===== src/rtl/common_pkg.sv =====
// Shared CPU types: CSR address/word/cause types, Zicsr funct3 encodings and exception codes.
package common;

  typedef logic [11:0] csr_t;
  typedef logic [31:0] word_t;
  typedef logic [31:0] mcause_t;

  typedef enum logic [2:0] {
    CSR_OP_RW  = 3'b001,
    CSR_OP_RS  = 3'b010,
    CSR_OP_RC  = 3'b011,
    CSR_OP_RWI = 3'b101,
    CSR_OP_RSI = 3'b110,
    CSR_OP_RCI = 3'b111
  } csr_op_t;

  localparam logic [30:0] EXC_ILLEGAL_INSTR = 31'd2;

endpackage


===== src/rtl/cpu_csr_alu.sv =====
// Zicsr read-modify-write datapath: new CSR value from op, old value and source operand.
module cpu_csr_alu
  import common::*;
(
  input  csr_op_t op_i,
  input  word_t   old_i,
  input  word_t   src_i,
  output word_t   new_o
);

  always_comb begin
    new_o = old_i | src_i;
    case (op_i)
      CSR_OP_RW, CSR_OP_RWI: new_o = src_i;
      CSR_OP_RC, CSR_OP_RCI: new_o = old_i & ~src_i;
      default:               new_o = old_i | src_i;
    endcase
  end

endmodule


===== src/rtl/cpu_csr_seq.sv =====
// Zicsr sequencer: read, modify, write, respond with the old CSR value.
// Optional CSR_SEQ_ILLEGAL_EN traps writes to read-only CSRs (addr[11:10] == 2'b11).
module cpu_csr_seq
  import common::*;
(
  input  logic        clk_i,
  input  logic        reset_ni,
  input  logic        flush_i,
  input  logic        req_valid_i,
  output logic        req_ready_o,
  input  logic [2:0]  req_op_i,
  input  logic [11:0] req_addr_i,
  input  logic [31:0] req_rs1_i,
  input  logic [4:0]  req_uimm_i,
  input  logic        req_rd_zero_i,
  input  logic        req_rs1_zero_i,
  output logic        rsp_valid_o,
  output logic [31:0] rsp_data_o,
  output logic [11:0] csr_read_addr_o,
  output logic        csr_read_enable_o,
  input  logic [31:0] csr_read_data_i,
  output logic [11:0] csr_write_addr_o,
  output logic [31:0] csr_write_data_o,
  output logic        csr_write_enable_o
`ifdef CSR_SEQ_ILLEGAL_EN
  ,
  output logic        trap_o,
  output logic [31:0] trap_cause_o
`endif
);

  localparam logic [1:0] StIdle   = 2'd0;
  localparam logic [1:0] StRead   = 2'd1;
  localparam logic [1:0] StModify = 2'd2;
  localparam logic [1:0] StWrite  = 2'd3;

  logic [1:0]  state_q, state_d;
  csr_op_t     op_q, op_d;
  logic [11:0] addr_q, addr_d;
  logic [31:0] src_q, src_d;
  logic [31:0] old_q, old_d;
  logic        rd_zero_q, rd_zero_d;
  logic        rs1_zero_q, rs1_zero_d;

  logic        is_write_op;
  logic        read_issued;
  logic        write_req;
  logic        in_write;
  logic        wr_blocked;
  logic [31:0] new_val;

  assign is_write_op = (op_q == CSR_OP_RW) || (op_q == CSR_OP_RWI);
  // CSRRW with rd=x0 must not produce read side effects.
  assign read_issued = !(is_write_op && rd_zero_q);
  assign write_req   = is_write_op || !rs1_zero_q;
  assign in_write    = (state_q == StWrite) && !flush_i;

`ifdef CSR_SEQ_ILLEGAL_EN
  assign wr_blocked   = write_req && (addr_q[11:10] == 2'b11);
  assign trap_o       = in_write && wr_blocked;
  assign trap_cause_o = trap_o ? {1'b0, EXC_ILLEGAL_INSTR} : '0;
`else
  assign wr_blocked   = 1'b0;
`endif

  cpu_csr_alu u_alu (
    .op_i  (op_q),
    .old_i (old_q),
    .src_i (src_q),
    .new_o (new_val)
  );

  always_comb begin
    state_d    = state_q;
    op_d       = op_q;
    addr_d     = addr_q;
    src_d      = src_q;
    old_d      = old_q;
    rd_zero_d  = rd_zero_q;
    rs1_zero_d = rs1_zero_q;
    case (state_q)
      StIdle: begin
        if (req_valid_i && !flush_i) begin
          addr_d    = req_addr_i;
          src_d     = req_op_i[2] ? {27'b0, req_uimm_i} : req_rs1_i;
          rd_zero_d = req_rd_zero_i;
          // Reserved funct3 (000/100) degrade to a read-only CSRRS.
          if (req_op_i[1:0] == 2'b00) begin
            op_d       = CSR_OP_RS;
            rs1_zero_d = 1'b1;
          end else begin
            op_d       = csr_op_t'(req_op_i);
            rs1_zero_d = req_rs1_zero_i;
          end
          state_d = StRead;
        end
      end
      StRead:   state_d = StModify;
      StModify: begin
        old_d   = read_issued ? csr_read_data_i : '0;
        state_d = StWrite;
      end
      default:  state_d = StIdle;
    endcase
    if (flush_i) state_d = StIdle;
  end

  always_ff @(posedge clk_i or negedge reset_ni) begin
    if (!reset_ni) begin
      state_q    <= StIdle;
      op_q       <= CSR_OP_RW;
      addr_q     <= '0;
      src_q      <= '0;
      old_q      <= '0;
      rd_zero_q  <= 1'b0;
      rs1_zero_q <= 1'b0;
    end else begin
      state_q    <= state_d;
      op_q       <= op_d;
      addr_q     <= addr_d;
      src_q      <= src_d;
      old_q      <= old_d;
      rd_zero_q  <= rd_zero_d;
      rs1_zero_q <= rs1_zero_d;
    end
  end

  assign req_ready_o        = (state_q == StIdle) && !flush_i;
  assign csr_read_enable_o  = (state_q == StRead) && read_issued;
  assign csr_read_addr_o    = (state_q == StRead) ? addr_q : '0;
  assign csr_write_enable_o = in_write && write_req && !wr_blocked;
  assign csr_write_addr_o   = (state_q == StWrite) ? addr_q : '0;
  assign csr_write_data_o   = (state_q == StWrite) ? new_val : '0;
  assign rsp_valid_o        = in_write && !wr_blocked;
  assign rsp_data_o         = (state_q == StWrite) ? old_q : '0;

endmodule

===== config.mk =====
export PLATFORM = sky130hd
export DESIGN_NAME = cpu_csr_seq
export DESIGN_NICKNAME = d
export VERILOG_FILES = /design/src/rtl/common_pkg.sv /design/src/rtl/cpu_csr_alu.sv /design/src/rtl/cpu_csr_seq.sv
export SDC_FILE = /design/constraint.sdc
export NUM_CORES = 1
export LEC_CHECK = 0
export ABC_AREA = 1
export ABC_CLOCK_PERIOD_IN_PS = 2900
export CAP_MARGIN = 20
export CORE_UTILIZATION = 35
export DETAILED_ROUTE_END_ITERATION = 10
export PLACE_DENSITY = 0.66
export RECOVER_POWER = 25
export SLEW_MARGIN = 20
export SYNTH_ARGS = -nofsm -noshare
export SYNTH_HDL_FRONTEND = slang
export SYNTH_SLANG_ARGS = --single-unit

===== constraint.sdc =====
create_clock -name clk_i -period 2.9 [get_ports clk_i]
set_input_delay 0.29 -clock clk_i [delete_from_list [all_inputs] [get_ports clk_i]]
set_output_delay 0.29 -clock clk_i [all_outputs]
set_load 0.005 [all_outputs]

==> results.sh, run 1 <==
export IMPL_swShare_pct=38.30
export IMPL_netlist_instances=745
export IMPL_critPathLaunch="op_q[0]$_DFFE_PN1P_"
export IMPL_via_per_inst=4.437
export IMPL_fin_util_pct=53.29
export IMPL_synth_area_sq_um=4800
export IMPL_worst_setup_path_start_kind="flop"
export IMPL_wire_per_inst_microns=13.58
export IMPL_synthMuxAreaShare_pct=0
export IMPL_initialDrtViolationCount=301
export IMPL_ir_drop_uv=358.1
export IMPL_grt_pass1_wl_microns=24470
export IMPL_htree_levels=3
export IMPL_pin_count=182
export IMPL_maxSlewHeadroom_pct=-45.08
export IMPL_drc_errors=0
export IMPL_reg2reg_to="src_q[4]$_DFFE_PN0P_"
export IMPL_gr_total_overflow=0
export IMPL_cts_buffers=9
export IMPL_critPathMaxFanout=33
export IMPL_ys_ff_latch=82
export IMPL_n_antenna_cell=0
export IMPL_powerDensity_nw_per_um2=833.7
export IMPL_hold_violations=0
export IMPL_clockBufferDepth=2
export IMPL_track_usage_pct=22.01
export IMPL_stdcell_count=1086
export IMPL_status="finished, violations left"
export IMPL_dp_hpwl_microns=10070
export IMPL_wl_microns=14750
export IMPL_gp_congestion=0.7670
export IMPL_violations="max-capacitance violations, max-slew violations"
export IMPL_synth_seq_area_share_pct=42.78
export IMPL_dp_cells=1069
export IMPL_clockPowerShare_pct=23.8
export IMPL_fin_tns_setup_ns=0
export IMPL_portBuffers=181
export IMPL_p_int_w=0.003645
export IMPL_rows=42
export IMPL_ys_top_cells_by_area="dfrtp_1 (42%), nand2_1 (28%), inv_1 (9.9%)"
export IMPL_cts_resized_gates=0
export IMPL_hold_ws_ns=0.4914
export IMPL_total_power_w=0.005907
export IMPL_crit_buf_inv=1
export IMPL_crit_path_max_incr_delay_ns=0.69
export IMPL_via_count=4819
export IMPL_antenna_found_initial=0
export IMPL_core_sq_um=13300
export IMPL_ys_warn_count=0
export IMPL_crit_type="flop to output pin"
export IMPL_grt_pass1_vias=4780
export IMPL_grt_max_degree=49
export IMPL_synth_compound_area_share_pct=3.597
export IMPL_post_cts_buffers=0
export IMPL_post_route_period_util_pct=89.78
export IMPL_hold_path_class="input port to flop"
export IMPL_synth_cell_type_count=19
export IMPL_min_period_ns=2.603
export IMPL_synth_adder_area_share_pct=1.043
export IMPL_rsz0062_at_grt="false"
export IMPL_nets=999
export IMPL_die_height_microns=119.1
export IMPL_tritoncts="built"
export IMPL_pwr_share_seq_pct=37.2
export IMPL_clkSinkCount=82
export IMPL_path_cells="nand2_2 > a21oi_1 > clkdlybuf4s50_1"
export IMPL_hold_path_endpoint="addr_q[7]$_DFFE_PN0P_"
export IMPL_root_buffer="clkbuf_16"
export IMPL_crit_path_end_kind="output pin"
export IMPL_p_leak_nw=3.813
export IMPL_maxSlewViolCount=38
export IMPL_drtAntennaViolNets=0
export IMPL_drt_pass1_iterations=4
export IMPL_crit_family="flip-flops"
export IMPL_initial_core_util_pct=36.10
export IMPL_fmax_mhz=384.1
export IMPL_synth_top_family_by_area="simple AND/OR/NAND/NOR gates"
export IMPL_maxCapViolCount=1
export IMPL_fin_skew_ns=0.003880
export IMPL_pwr_share_comb_pct=39.1
export IMPL_synth_top_area_share_pct=42.23
export IMPL_areaGrowthSynthToFinish_pct=47.63
export IMPL_switchingPower_w=0.002263
export IMPL_critPathSlowestCell="dfstp_2"
export IMPL_rrSetupSlack_ns=0.90
export IMPL_drive_gt1_share_pct=3.956
export IMPL_synth_nets=839
export IMPL_yosys_area_top_type="dfrtp_1"
export IMPL_post_synth_cell_area_avg_sq_um=6.442
export IMPL_die_x_microns=119.1
export IMPL_clock_latency_ns=0.33
export IMPL_hold_start="req_addr_i[7]"
export IMPL_yosys_area_share_simple_pct=37.59
export IMPL_cp_data_arrival_time_ns=2.31
export IMPL_tightest_slew_ns=2.176
export IMPL_synth_xor_area_share_pct=0
export IMPL_crit_required_ns=2.61
export IMPL_holdBufCountCts=1
export IMPL_rr_worst_depth=7
export IMPL_r2r_start="state_q[1]$_DFFE_PN0P_"
export IMPL_whs_path_depth=3
export IMPL_dieArea_sq_um=14190
export IMPL_cts_clk_slew_worst_paths_ns=0.06
export IMPL_setup_viol=0
[how the worst max path moves through the flow]
stage / endpoint / depth (start not counted)
global route: src_q[23]$_DFFE_PN0P_ / 2
detailed placement: csr_write_enable_o / 3
global placement: csr_write_enable_o / 3
floorplan: csr_write_data_o[10] / 5
CTS: csr_write_enable_o / 3
finish: csr_write_enable_o / 3
[tightest hold or removal path, stage by stage]
cell	delay, ns
clkdlybuf4s50_1	0.39
nand2_1	0.06
nand2_1	0.04
[state kept, by name (all words and copies together), names as in the netlist]
register / count
addr_q: 12
src_q: 32
op_q: 2
old_q: 32
rs1_zero_q: 1
state_q: 2
rd_zero_q: 1
[cells in the final DEF (no fill, tap or decap)]
| cell type | n |
|---|---|
| ha_2 | 2 |
| buf_4 | 10 |
| clkbuf_16 | 9 |
| dlygate4sd3_1 | 1 |
| inv_2 | 1 |
| clkbuf_8 | 1 |
| ha_1 | 2 |
| nand2_2 | 2 |
| clkinv_2 | 1 |
| dfrtp_1 | 81 |
| nand3_2 | 1 |
| a21oi_1 | 33 |
| nand2_1 | 352 |
| nand3_1 | 66 |
| nor2_4 | 2 |
| clkbuf_1 | 2 |
| bufinv_16 | 4 |
| inv_1 | 126 |
| o21bai_1 | 1 |
| nor2_1 | 30 |
| clkdlybuf4s50_1 | 180 |
| buf_12 | 2 |
| dfstp_2 | 1 |
[layout make-up]
type	instances	area (sq um)
multi-input combinational	491	2037
clock inverter	5	125.1
inverter	127	476.7
clock buffer	11	242.7
fill	1305	6210
sequential	82	2053
timing repair buffer	194	1931
tap	176	220.2
[power groups by stage]
stage	combinational, W	sequential (W)	clock, W
after floorplan	0.00152	0.00202	0
after global routing	0.00265	0.00228	0.00149
final	0.00231	0.00220	0.00140
after CTS	0.00236	0.00219	0.00144
after detailed placement	0.00234	0.00220	0
after global placement	0.00229	0.00221	0
[through the flow]
step                worst slack (ns)  area, sq um
floorplan                      1.462         4800
global placement              0.6156         6711
detailed placement            0.6250         6711
CTS                           0.2504         7089
global route                 0.09340         7086
finish                        0.2965         7086
[Yosys cell counts, drive strengths merged]
cell type  number
buf            35
dfstp           1
inv           127
dfrtp          81
nor2           32
ha              4
nand2         354
nand3          67
o21bai          1
a21oi          33
clkbuf         10
[metal layers]
metal	part of all wire [%]	vias to the layer above	global-route usage [%]
met3	6.9	11	5.603
li1	-	2507	-
met1	45	2169	27.67
met4	1.2	0	5.538
met2	47	132	37.46
met5	0	-	0
[cells by family after synthesis]
family | Yosys count
fa+ha+maj | 4
compound gates | 34
simple gates | 453
flops | 82
buf+inv | 172
(Power assumes the default switching activity.)
==> run 2, diff against run 1 <==
Settings changed: ABC_CLOCK_PERIOD_IN_PS 2900 to 2350, PLACE_DENSITY 0.66 to 0.69.
Clock period 2.9 ns to 2.35 ns, I/O delays scaled along.
==> results.sh, run 2 (synthesis results as in run 1) <==
export IMPL_status="finished, violations left"
export IMPL_violations="max-capacitance violations, max-slew violations"
export IMPL_critPathMaxFanout=39
export IMPL_worst_setup_path_start_kind="flop"
export IMPL_drive_gt1_share_pct=4.267
export IMPL_p_int_w=0.004316
export IMPL_wl_microns=14610
export IMPL_cts_clk_slew_worst_paths_ns=0.06
export IMPL_pwr_share_seq_pct=37.4
export IMPL_dp_hpwl_microns=9743
export IMPL_hold_violations=0
export IMPL_p_leak_nw=3.831
export IMPL_ir_drop_uv=436.6
export IMPL_maxCapViolCount=1
export IMPL_hold_ws_ns=0.2995
export IMPL_swShare_pct=39.30
export IMPL_rsz0062_at_grt="false"
export IMPL_initial_core_util_pct=36.10
export IMPL_clockBufferDepth=2
export IMPL_rows=42
export IMPL_cts_buffers=9
export IMPL_r2r_start="state_q[0]$_DFFE_PN0P_"
export IMPL_initialDrtViolationCount=258
export IMPL_tightest_slew_ns=1.574
export IMPL_n_antenna_cell=0
export IMPL_track_usage_pct=21.44
export IMPL_drtAntennaViolNets=0
export IMPL_pwr_share_comb_pct=42.6
export IMPL_clockPowerShare_pct=20.0
export IMPL_fin_tns_setup_ns=0
export IMPL_reg_top3="old_q: 32 flops, src_q: 32 flops, addr_q: 12 flops"
export IMPL_post_route_period_util_pct=96.14
export IMPL_crit_type="flop to output pin"
export IMPL_clock_latency_ns=0.33
export IMPL_crit_required_ns=2.12
export IMPL_via_per_inst=4.471
export IMPL_antenna_found_initial=0
export IMPL_die_x_microns=119.1
export IMPL_gp_congestion=0.8023
export IMPL_drt_pass1_iterations=5
export IMPL_rrSetupSlack_ns=0.55
export IMPL_grt_pass1_vias=4738
export IMPL_clkSinkCount=82
export IMPL_min_period_ns=2.259
export IMPL_portBuffers=181
export IMPL_areaGrowthSynthToFinish_pct=48.12
export IMPL_nets=1003
export IMPL_dieArea_sq_um=14190
export IMPL_via_count=4873
export IMPL_fmax_mhz=442.6
export IMPL_reg2reg_to="addr_q[3]$_DFFE_PN0P_"
export IMPL_die_height_microns=119.1
export IMPL_cp_data_arrival_time_ns=2.02
export IMPL_htree_levels=3
export IMPL_hold_path_class="input port to async pin"
export IMPL_drc_errors=0
export IMPL_root_buffer="clkbuf_16"
export IMPL_final_common_cell="nand2_1"
export IMPL_powerDensity_nw_per_um2=1000
export IMPL_core_sq_um=13300
export IMPL_setup_viol=0
export IMPL_maxSlewViolCount=62
export IMPL_crit_path_end_kind="output pin"
export IMPL_grt_max_degree=62
export IMPL_rr_worst_depth=8
export IMPL_tritoncts="built"
export IMPL_pin_count=182
export IMPL_final_cell_mix="nand2_1 (352), clkdlybuf4s50_1 (180), inv_1 (126), dfrtp_1 (81), nand3_1 (66)"
export IMPL_wire_per_inst_microns=13.40
export IMPL_maxSlewHeadroom_pct=-4.932
export IMPL_fin_skew_ns=0.005433
export IMPL_grt_pass1_wl_microns=23890
export IMPL_switchingPower_w=0.002795
export IMPL_post_cts_buffers=0
export IMPL_gr_total_overflow=0
[run 2: cell count changes in the layout (fill, tap and decap cells not counted), sizes merged]
cell,delta
dlygate4sd3,-1
clkbuf,+4
bufinv,-3
bufbuf,+1
buf,+3
[run 2: worst max path at each step]
stage                           startpoint                    to  slack [ns]  cells after the start
floorplan           state_q[0]$_DFFE_PN0P_  csr_write_data_o[10]        0.97                      5
global placement    state_q[0]$_DFFE_PN0P_  csr_write_data_o[25]        0.38                      5
detailed placement  state_q[0]$_DFFE_PN0P_  csr_write_data_o[22]        0.35                      5
CTS                 state_q[1]$_DFFE_PN0P_     csr_read_enable_o        0.06                      5
global route        state_q[0]$_DFFE_PN0P_  csr_write_data_o[25]      0.0003                      5
finish              state_q[0]$_DFFE_PN0P_  csr_write_data_o[22]        0.09                      5
[run 2: metrics by stage]
stage / cell area [sq um] / total power [W] / std cells / worst slack, ns / utilization (%)
4_1_cts: 7108 / 0.007176 / 1090 / 0.06414 / 53.46
3_5_place_dp: 6777 / 0.005675 / 1073 / 0.3523 / 50.97
6_report: 7109 / 0.007111 / 1090 / 0.09083 / 53.47
5_1_grt: 7109 / 0.007715 / 1090 / 0.0002984 / 53.47
2_1_floorplan: 4800 / 0.004366 / 745 / 0.9673 / -
3_3_place_gp: 6777 / 0.005638 / 1073 / 0.3832 / 50.97
[run 2: layer usage]
| metal | up-vias | global-route usage (%) | share of wire [%] |
|---|---|---|---|
| met4 | 0 | 6.408 | 1.0 |
| met5 | - | 0 | 0 |
| li1 | 2514 | - | - |
| met3 | 10 | 5.460 | 7.8 |
| met1 | 2181 | 27.57 | 44 |
| met2 | 168 | 35.28 | 47 |
[run 2: power groups by stage]
stage,registers [W],clock network [W],logic (W)
final,0.00266,0.00142,0.00303
after global routing,0.00276,0.00152,0.00344
after CTS,0.00265,0.00146,0.00307
after detailed placement,0.00266,0,0.00302
after global placement,0.00266,0,0.00298
after floorplan,0.00249,0,0.00188
[run 2: area by class of cell]
cell class	count	area, sq um
Tap cell	176	220.2
Multi-Input combinational cell	491	2042
Clock buffer	14	264.0
Timing Repair Buffer	198	2018
Fill cell	1302	6186
Clock inverter	2	35.03
Sequential cell	82	2053
Inverter	127	476.7
[run 2: worst max-delay path, stage by stage (launching register included)]
cell and delay (ns):
dfrtp_1 0.40, ha_2 0.23, buf_12 0.23, nand2_1 0.09, a21oi_1 0.20, clkdlybuf4s50_1 0.54
[run 2: timing repair]
item / in CTS / in global routing
resized for setup: 0 / 2
cloned: 1 / 0
hold buffers: 0 / 0
endpoints found under the setup margin: 1 / 9
